**src/rtl/shift_seq_ctrl.sv**
```systemverilog
// Sequencer for a WIDTH-bit serial-in shift register: clear, WIDTH shift cycles, hold under valid/ack.
// Optional even-parity check after the data bits when PARITY_CHK_EN is defined.
module shift_seq_ctrl #(
  parameter  int WIDTH = 6,
  localparam int CW    = $clog2(WIDTH+1)
) (
  input  logic          clk,
  input  logic          rst,
  input  logic          start,
  input  logic          abort,
  input  logic          serIn,
  input  logic          ack,
  output logic          srEn,
  output logic          srClr,
  output logic          busy,
  output logic          valid,
  output logic [CW-1:0] bitCnt,
  output logic          parErr
);

  localparam logic [CW-1:0] LAST = CW'(WIDTH-1);
  localparam logic [CW-1:0] FULL = CW'(WIDTH);

  typedef enum logic [2:0] {
    IDLE,
    CLEAR,
    SHIFT,
`ifdef PARITY_CHK_EN
    PARITY,
`endif
    HOLD
  } state_t;

  state_t state, nxt;
  logic   kill;

  // abort only matters once a frame is in flight
  assign kill = abort && (state != IDLE);

  always_comb begin
    nxt = state;
    case (state)
      IDLE:   if (start) nxt = CLEAR;
      CLEAR:  nxt = SHIFT;
`ifdef PARITY_CHK_EN
      SHIFT:  if (bitCnt == LAST) nxt = PARITY;
      PARITY: nxt = HOLD;
`else
      SHIFT:  if (bitCnt == LAST) nxt = HOLD;
`endif
      HOLD:   if (ack) nxt = IDLE;
      default: nxt = IDLE;
    endcase
    if (kill) nxt = IDLE;
  end

  always_ff @(posedge clk or negedge rst) begin
    if (!rst) state <= IDLE;
    else      state <= nxt;
  end

  always_ff @(posedge clk or negedge rst) begin
    if (!rst) bitCnt <= '0;
    else if (kill) bitCnt <= '0;
    else begin
      case (state)
        CLEAR:   bitCnt <= '0;
        SHIFT:   bitCnt <= bitCnt + 1'b1;
        HOLD:    if (ack) bitCnt <= '0;
        default: bitCnt <= bitCnt;
      endcase
    end
  end

  assign srEn  = (state == SHIFT);
  assign srClr = (state == CLEAR);
  assign busy  = (state != IDLE);
  assign valid = (state == HOLD);

`ifdef PARITY_CHK_EN
  logic parAcc;

  always_ff @(posedge clk or negedge rst) begin
    if (!rst) begin
      parAcc <= 1'b0;
      parErr <= 1'b0;
    end else if (kill) begin
      parAcc <= 1'b0;
      parErr <= 1'b0;
    end else begin
      case (state)
        CLEAR:   parAcc <= 1'b0;
        SHIFT:   parAcc <= parAcc ^ serIn;
        PARITY:  parErr <= parAcc ^ serIn;
        HOLD:    if (ack) parErr <= 1'b0;
        default: ;
      endcase
    end
  end
`else
  // serial data is only observed for parity; nothing to do without the check
  logic unusedSerIn;
  assign unusedSerIn = serIn;
  assign parErr      = 1'b0;
`endif

endmodule

```
**config.mk**
```make
export PLATFORM = sky130hd
export DESIGN_NAME = shift_seq_ctrl
export DESIGN_NICKNAME = d
export VERILOG_FILES = /design/src/rtl/shift_seq_ctrl.sv
export SDC_FILE = /design/constraint.sdc
export NUM_CORES = 1
export LEC_CHECK = 0
export CORE_AREA = 8 8 45 47
export DETAILED_ROUTE_END_ITERATION = 8
export DIE_AREA = 0 0 53 55
export DONT_BUFFER_PORTS = 1
export GPL_TIMING_DRIVEN = 0
export SYNTH_ARGS = -nofsm -noshare
export SYNTH_HDL_FRONTEND = slang
export SYNTH_SLANG_ARGS = --single-unit
```
**constraint.sdc**
```tcl
create_clock -name clk -period 1.3 [get_ports clk]
set_input_delay 0.26 -clock clk [delete_from_list [all_inputs] [get_ports clk]]
set_output_delay 0.26 -clock clk [all_outputs]
set_load 0.02 [all_outputs]
```
# ---- Word-level counts from Yosys, hierarchy flattened
# Cells that the tools add are included.
# Widths: inputs -> output; s select.
dict set report op_classes {
  n_eq_ne 7
  addsub 1
  n_mux 7
  n_reduce_logical 6
}
# op n
set op_table {}
lappend op_table {{$mux 3} 5}
lappend op_table {{$pmux 3 s4} 1}
lappend op_table {{$pmux 3 s3} 1}
lappend op_table {{$eq 3x2->1 const B} 2}
lappend op_table {{$reduce_bool 4->1} 1}
lappend op_table {{$add 3x1->3 const B} 1}
lappend op_table {{$eq 3x1->1 const B} 1}
lappend op_table {{$eq 3x3->1 const B} 1}
lappend op_table {{$logic_not 3->1} 1}
lappend op_table {{$ne 3x1->1 const B} 1}
lappend op_table {{$ne 3x2->1 const B} 1}
lappend op_table {{$ne 3x3->1 const B} 1}
lappend op_table {{$reduce_and 3->1} 1}
lappend op_table {{$reduce_bool 3->1} 1}
lappend op_table {{$reduce_and 2->1} 1}
lappend op_table {{$logic_and 1x1->1} 1}
dict set report word_totals {
  regBits 6
  output_inout_bits 8
  elab_cells 23
  input_bits 6
}

# ---- Logic depth before layout (Yosys ltp)
# Gate-level depths: netlist (run 1).
dict set report depth {
  ltp_word 4
  ltp_mapped 6
  mapped_depth_nobuf 6
}

# ---- Least setup slack after synthesis (run 1)
# No wires, ideal clock.
dict set report synth_timing {
  path_type {reg-to-reg}
  startpoint {reg state[0]}
  endpoint {reg state[1]}
  stages_incl_launch_ff 7
  path_buffers 0
  setup_slack_ns -0.130
  period_less_slack_ns 1.430
  setup_time_ns 0.079
  t_arrival_ns 1.351
  t_required_ns 1.221
  path_cell_list {dfrtp_1 > inv_1 > ha_1 > inv_1 > nand2_2 > a32oi_2 > mux2i_1}
}
dict set report synth_via {
  elab_chain_cells 4
  elab_cells_between_ends 12
  cone_classes {eq/ne (6); mux (2); reduce/logical (4)}
}
# element line
set synth_rtl {}
lappend synth_rtl {{from (decl)} 34} ;# state_t state, nxt;
lappend synth_rtl {{from (signal assigned)} 59} ;# else state <= nxt;
lappend synth_rtl {{$reduce_bool 3->1 *} n/a}
lappend synth_rtl {{net busy} 15} ;# output logic busy,
lappend synth_rtl {{$logic_and 1x1->1 *} 38} ;# assign kill = abort && (state != IDLE);
lappend synth_rtl {{$ne 3x1->1 (no line) (tied with other cells)} n/a}
lappend synth_rtl {{$reduce_and 3->1 (no line)} n/a}
# The timed path passes the listed nets; every way through them passes the cells marked *.
# A chain may end at the register's enable or synchronous reset.

# ---- Worst setup path after layout (run 1)
dict set report layout_timing {
  startpoint {reg state[0]}
  endpoint {reg state[0]}
}
dict set report layout_via {
  elab_cells_between_ends 12
  cone_classes {eq/ne (6); mux (2); reduce/logical (4)}
}
# element line
set layout_rtl {}
lappend layout_rtl {{$eq 3x2->1 *} n/a}
lappend layout_rtl {{net valid} 16} ;# output logic valid,
lappend layout_rtl {{$pmux 3 s4 / $ne 3x2->1 (equally long branches)} n/a}
lappend layout_rtl {{$mux 3 / $reduce_and 3->1 (equally long branches)} n/a}
# Marked as above.

==> flow_summary_export.csv, run 1 <==
group,metric,value,unit
sta,setup_ws,-51.73,ps
cells_and_area,area_growth,41.70,%
critical_path,crit_required,1420,ps
placed_design,port_buffers,0,
route,dr.pass1.iters,3,
clock_tree,clk_path_buf_depth,2,
sta,fin_skew,3.472,ps
clock_tree,clk_pin_slew,40,ps
clock_tree,cts_tree,"yes",
clock_tree,clkSinkCount,5,
sta,finalWorstPathRequiredPeriod,1352,ps
logic_synthesis,synth_compound_area_share,20.68,%
route,vias,265,
cells_and_area,final_cell_mix,"4 x nand2_1, 4 x buf_4",
critical_path,r2r_slack,-50,ps
sta,finalSetupViolCount,2,
cells_and_area,nNetsFinal,58,
logic_synthesis,synth_xor_area_share,0,%
sta,fin_tns_setup,-85.74,ps
hold_path,hp-class,"input port to flip-flop",
sta,worst_hold_slack,244.2,ps
logic_synthesis,synth_fp_nets,48,
critical_path,cp-end-kind,"flip-flop",
outcome,violations,"negative setup slack",
critical_path,crit_end,"state[0]",
route,vias_per_cell,4.344,
cells_and_area,final_layout_size_suffix_gt1_share,53.33,%
die,rows,14,
logic_synthesis,synth_top_family_by_area,"compound AO/OA/AOI/OAI gates",
grt,grt_pass1_vias,279,
power,vdd_ir_drop_max,881.2,uV
job,maxCapViolCount,0,
die,die_x,53,microns
clock_tree,cts_made_buffers,3,
logic_synthesis,synth_seq_cells,5,
logic_synthesis,synth_warnings,0,
route,post-route-drc-count,0,
logic_synthesis,seq_area_frac_synth,33.90,%
placed_design,gp_congestion,0.6651,
route,wl,716,microns
logic_synthesis,synthCells,36,
critical_path,ff2ff_path_depth,5,
die,core,1384,sq um
cells_and_area,n_antenna_cell,0,
logic_synthesis,yosysUniqueCellTypes,19,
route,postRouteAntennaNets,0,
grt,overflow,0,
placed_design,placed_cells,52,
critical_path,timing.rr.end,"state[0]",
critical_path,setup.worst_path.class,"flip-flop to flip-flop",
power,finalPower,1.224,mW
sta,final-hold-violation-count,0,
clock_tree,cts_root_buffer,"clkbuf_4",
critical_path,crit_path_start_kind,"flip-flop",
route,wl_per_cell,11.74,microns
critical_path,reg2reg_from,"state[0]",
placed_design,place_hpwl,575.4,microns
die,start_util,26.67,%
critical_path,cp_max_fo,7,
power,powerDensity,2340,nW/um^2
logic_synthesis,avgSynthCellArea,10.25,sq um
grt,grt_pass1_wl,1.242,mm
power,p_leak,0.2354,nW
clock_tree,clk_latency,240,ps
sta,rsz0062_at_grt,"true",
cells_and_area,final_core_util,37.79,%
grt,antenna_found_initial,0,
logic_synthesis,netlist_area,369.1,sq um
critical_path,worstPathArrival,1470,ps
logic_synthesis,synth-simple-area-share,15.25,%
critical_path,cp-startpoint,"state[0]",
clock_tree,cts_max_level,1,
cells_and_area,fin_cells,61,
logic_synthesis,synth_fa_ha_area_share,20.34,%
grt,grt_start_max_net_pins,8,
sta,final.period_utilization,104.0,%
die,io_pins,14,
outcome,status,"complete, but fails checks",
logic_synthesis,muxShareOfSynthArea,2.712,%
grt,grt_usage,6.089,%
route,first_iter_violations,1,
die,die_height,55,microns
sta,max_freq,739.8,MHz
die,die-area,2915,sq um
sta,finalMaxSlewViolations,0,
[state kept, by name, indices dropped and copies added (netlist names)]
name / flops
state: 2
bitCnt: 3
[what timing repair did]
item / CTS / global route
cloned: 0 / 0
setup endpoints to repair: 7 / 8
hold buffers: 1 / 0
gates resized for setup: 12 / 3
pin swaps: 3 / 4
buffers inserted: 4 / 0
endpoints found under the hold margin: 5 / 0
[report_power, final]
group / switching [mW] / internal, mW / leakage (nW)
Sequential: 0.0971 / 0.213 / 0.0623
Combinational: 0.384 / 0.355 / 0.158
Clock: 0.0582 / 0.116 / 0.0150
[worst min path at each step]
stage / start / end / slack (ps) / cells after the start
4_1_cts: abort / bitCnt[1] / 240 / 2
5_1_grt: abort / bitCnt[1] / 250 / 2
2_1_floorplan: rst / bitCnt[0] / -40 / 0
6_report: abort / bitCnt[1] / 240 / 2
3_3_place_gp: rst / state[0] / -40 / 0
3_5_place_dp: rst / state[0] / -40 / 0
[metal layers]
| metal | track usage, % | vias up | wire length (microns) |
|---|---|---|---|
| li1 | - | 137 | - |
| met3 | 2.406 | 0 | 38 |
| met4 | 5.172 | 0 | 0 |
| met2 | 9.570 | 4 | 401 |
| met1 | 6.298 | 124 | 277 |
| met5 | 0 | - | 0 |
[final cells by class]
type                    count  area [sq um]
repair buffers              5         43.79
inverters                   4         25.02
flip-flops and latches      5         128.9
well taps                  16         20.02
fillers                   138         860.8
multi-input cells          26         271.5
plain buffers               1         7.507
clock buffers               4         26.28
[cells by family (layout without fill, tap and decap cells)]
logic type	count (synthesis)	after routing
compound gates	8	8
fa+ha+maj	6	6
buf+inv	5	14
flops	5	5
mux	1	1
other cells	1	1
simple gates	10	10
[stage by stage]
step	cell area [sq um]	setup slack, ps
final	523.0	-51.73
after global routing	523.0	-143.2
after CTS	515.5	-39.00
after detailed placement	396.6	-125.3
after global placement	396.6	-126.1
after floorplan	376.6	-18.61
[cells in the mapped netlist, drive strengths merged]
library cell,number,share of area (%)
ha,6,20
dfrtp,5,34
nand2,5,5.8
inv,4,4.1
nand2b,3,7.1
o21ai,2,5.8
o31ai,2,4.1
a21o,1,2.4
a21oi,1,1.4
a32oi,1,4.4
buf,1,2.0
conb,1,1.0
mux2i,1,2.7
nor2,1,1.0
nor3,1,1.4
o21ba,1,2.7
[worst max-delay path, cell delays in order, from the launching register on]
cell,delay [ps]
dfrtp_2,420
ha_4,200
nand2b_4,80
o21ai_4,220
a32oi_2,100
o21ba_2,210
No activity file was read; power rests on OpenSTA's default activity.
==> inputs of run 2 (changes only) <==
Settings changed: CORE_AREA 8 8 45 47 to 4 4 41 43, DIE_AREA 0 0 53 55 to 0 0 45 47.
==> run 2 against run 1 <==
The run still ends with negative setup slack left. Die area decreased by 27%. Combinational power decreased by 0.8%. Global-route usage grew 1.5 points. Core utilization rose by 1.9 points. Critical endpoint is now state[1]. Largest power group unchanged. Highest routed layer unchanged.
==> flow_summary_export.csv, run 2 (synthesis gave the netlist of run 1 again) <==
group,metric,value,unit
outcome,status,"complete, but fails checks",
outcome,violations,"negative setup slack",
route,first_iter_violations,2,
clock_tree,cts_made_buffers,3,
route,wl_per_cell,11.29,microns
critical_path,timing.rr.end,"state[1]",
die,core,1301,sq um
sta,finalMaxSlewViolations,0,
critical_path,cp-end-kind,"flip-flop",
cells_and_area,largest_register_ffs,3,
die,die-area,2115,sq um
grt,overflow,0,
clock_tree,cts_tree,"yes",
cells_and_area,area_growth,40.00,%
die,start_util,28.37,%
route,vias_per_cell,4.271,
power,powerDensity,2333,nW/um^2
critical_path,ff2ff_path_depth,6,
clock_tree,cts_max_level,1,
clock_tree,clkSinkCount,5,
critical_path,setup.worst_path.class,"flip-flop to flip-flop",
clock_tree,cts_root_buffer,"clkbuf_4",
power,vdd_ir_drop_max,954.8,uV
route,vias,252,
grt,grt_start_max_net_pins,9,
sta,final-hold-violation-count,0,
critical_path,crit_required,1460,ps
sta,rsz0062_at_grt,"true",
sta,final.period_utilization,102.8,%
cells_and_area,n_antenna_cell,0,
cells_and_area,reg.largest.list,"bitCnt: 3 flops, state: 2 flops",
hold_path,min_path_cells,3,
sta,setup_ws,-36.56,ps
route,postRouteAntennaNets,0,
sta,fin_skew,3.894,ps
die,die_height,47,microns
sta,finalWorstPathRequiredPeriod,1337,ps
placed_design,port_buffers,0,
die,rows,13,
grt,grt_usage,7.546,%
clock_tree,clk_pin_slew,40,ps
hold_path,holdPathEnd,"state[1]",
job,maxCapViolCount,0,
hold_path,hp-class,"input port to flip-flop",
critical_path,crit_path_start_kind,"flip-flop",
hold_path,min_from,"abort",
power,p_leak,0.2297,nW
cells_and_area,final_layout_size_suffix_gt1_share,52.27,%
route,wl,666,microns
critical_path,worstPathArrival,1490,ps
die,die_x,45,microns
route,dr.pass1.iters,2,
clock_tree,clk_latency,230,ps
die,io_pins,14,
placed_design,gp_congestion,0.6697,
grt,grt_pass1_wl,1.138,mm
grt,grt_pass1_vias,277,
cells_and_area,nNetsFinal,57,
route,post-route-drc-count,0,
placed_design,place_hpwl,519.3,microns
critical_path,r2r_slack,-40,ps
critical_path,cp_max_fo,8,
sta,max_freq,748.2,MHz
sta,finalSetupViolCount,2,
sta,worst_hold_slack,214.9,ps
power,finalPower,1.205,mW
critical_path,reg2reg_from,"state[0]",
cells_and_area,final_cell_mix,"4 x nand2_1, 4 x ha_4, 4 x buf_4",
cells_and_area,largest_register,"bitCnt",
grt,antenna_found_initial,0,
clock_tree,clk_path_buf_depth,2,
-- run 2: metal layers --
metal,GRT usage (%),wire length [microns],up-vias
li1,-,-,133
met1,6.928,227,116
met2,14.12,404,3
met3,2.299,34,0
met4,5.263,0,0
met5,0,0,-
-- run 2: cell type report --
type	count	area, sq um
clock buffer	4	26.28
buffer	1	7.507
multi-input combinational	26	284.0
sequential	5	127.6
tap	15	18.77
inverter	4	20.02
timing repair buffer	4	32.53
fill	133	784.5
-- run 2: worst max-delay path by stage --
stage	end	startpoint	slack, ps	depth (start not counted)
global route	state[1]	state[0]	-100	6
finish	state[1]	state[0]	-40	6
detailed placement	state[0]	state[0]	-140	5
floorplan	state[0]	state[0]	-20	5
global placement	state[0]	state[0]	-130	5
CTS	state[0]	state[0]	-40	5
-- run 2: worst max-delay path, cell delays in order, from the launching register on --
cell	delay [ps]
dfrtp_2	410
inv_2	80
ha_4	180
inv_6	90
o21ai_4	90
a32oi_2	200
mux2i_1	200
-- run 2: report_power, final --
group | total [mW] | switching, mW | internal, mW | leakage, nW
combinational | 0.734 | 0.394 | 0.340 | 0.151
sequential | 0.301 | 0.0906 | 0.210 | 0.0639
clock | 0.171 | 0.0550 | 0.115 | 0.0150
total | 1.21 | 0.539 | 0.666 | 0.230
-- run 2: what timing repair did --
item                                   CTS  global route
hold buffers                             1             0
pin swaps                                1             1
endpoints found under the hold margin    5             0
resized for setup                       12             1
gates cloned                             0             0
setup buffers                            2             1
setup endpoints to repair                8             7
-- run 2: metrics by stage --
stage	setup WS (ps)	util, %	cells	cell area (sq um)	TNS [ps]
3_5_place_dp	-143.6	30.38	51	395.4	-529.8
4_1_cts	-38.26	38.56	58	501.7	-74.03
5_1_grt	-104.6	39.71	59	516.7	-333.6
6_report	-36.56	39.71	59	516.7	-72.66
3_3_place_gp	-133.0	30.38	51	395.4	-478.5
2_1_floorplan	-18.61	-	36	376.6	-18.61
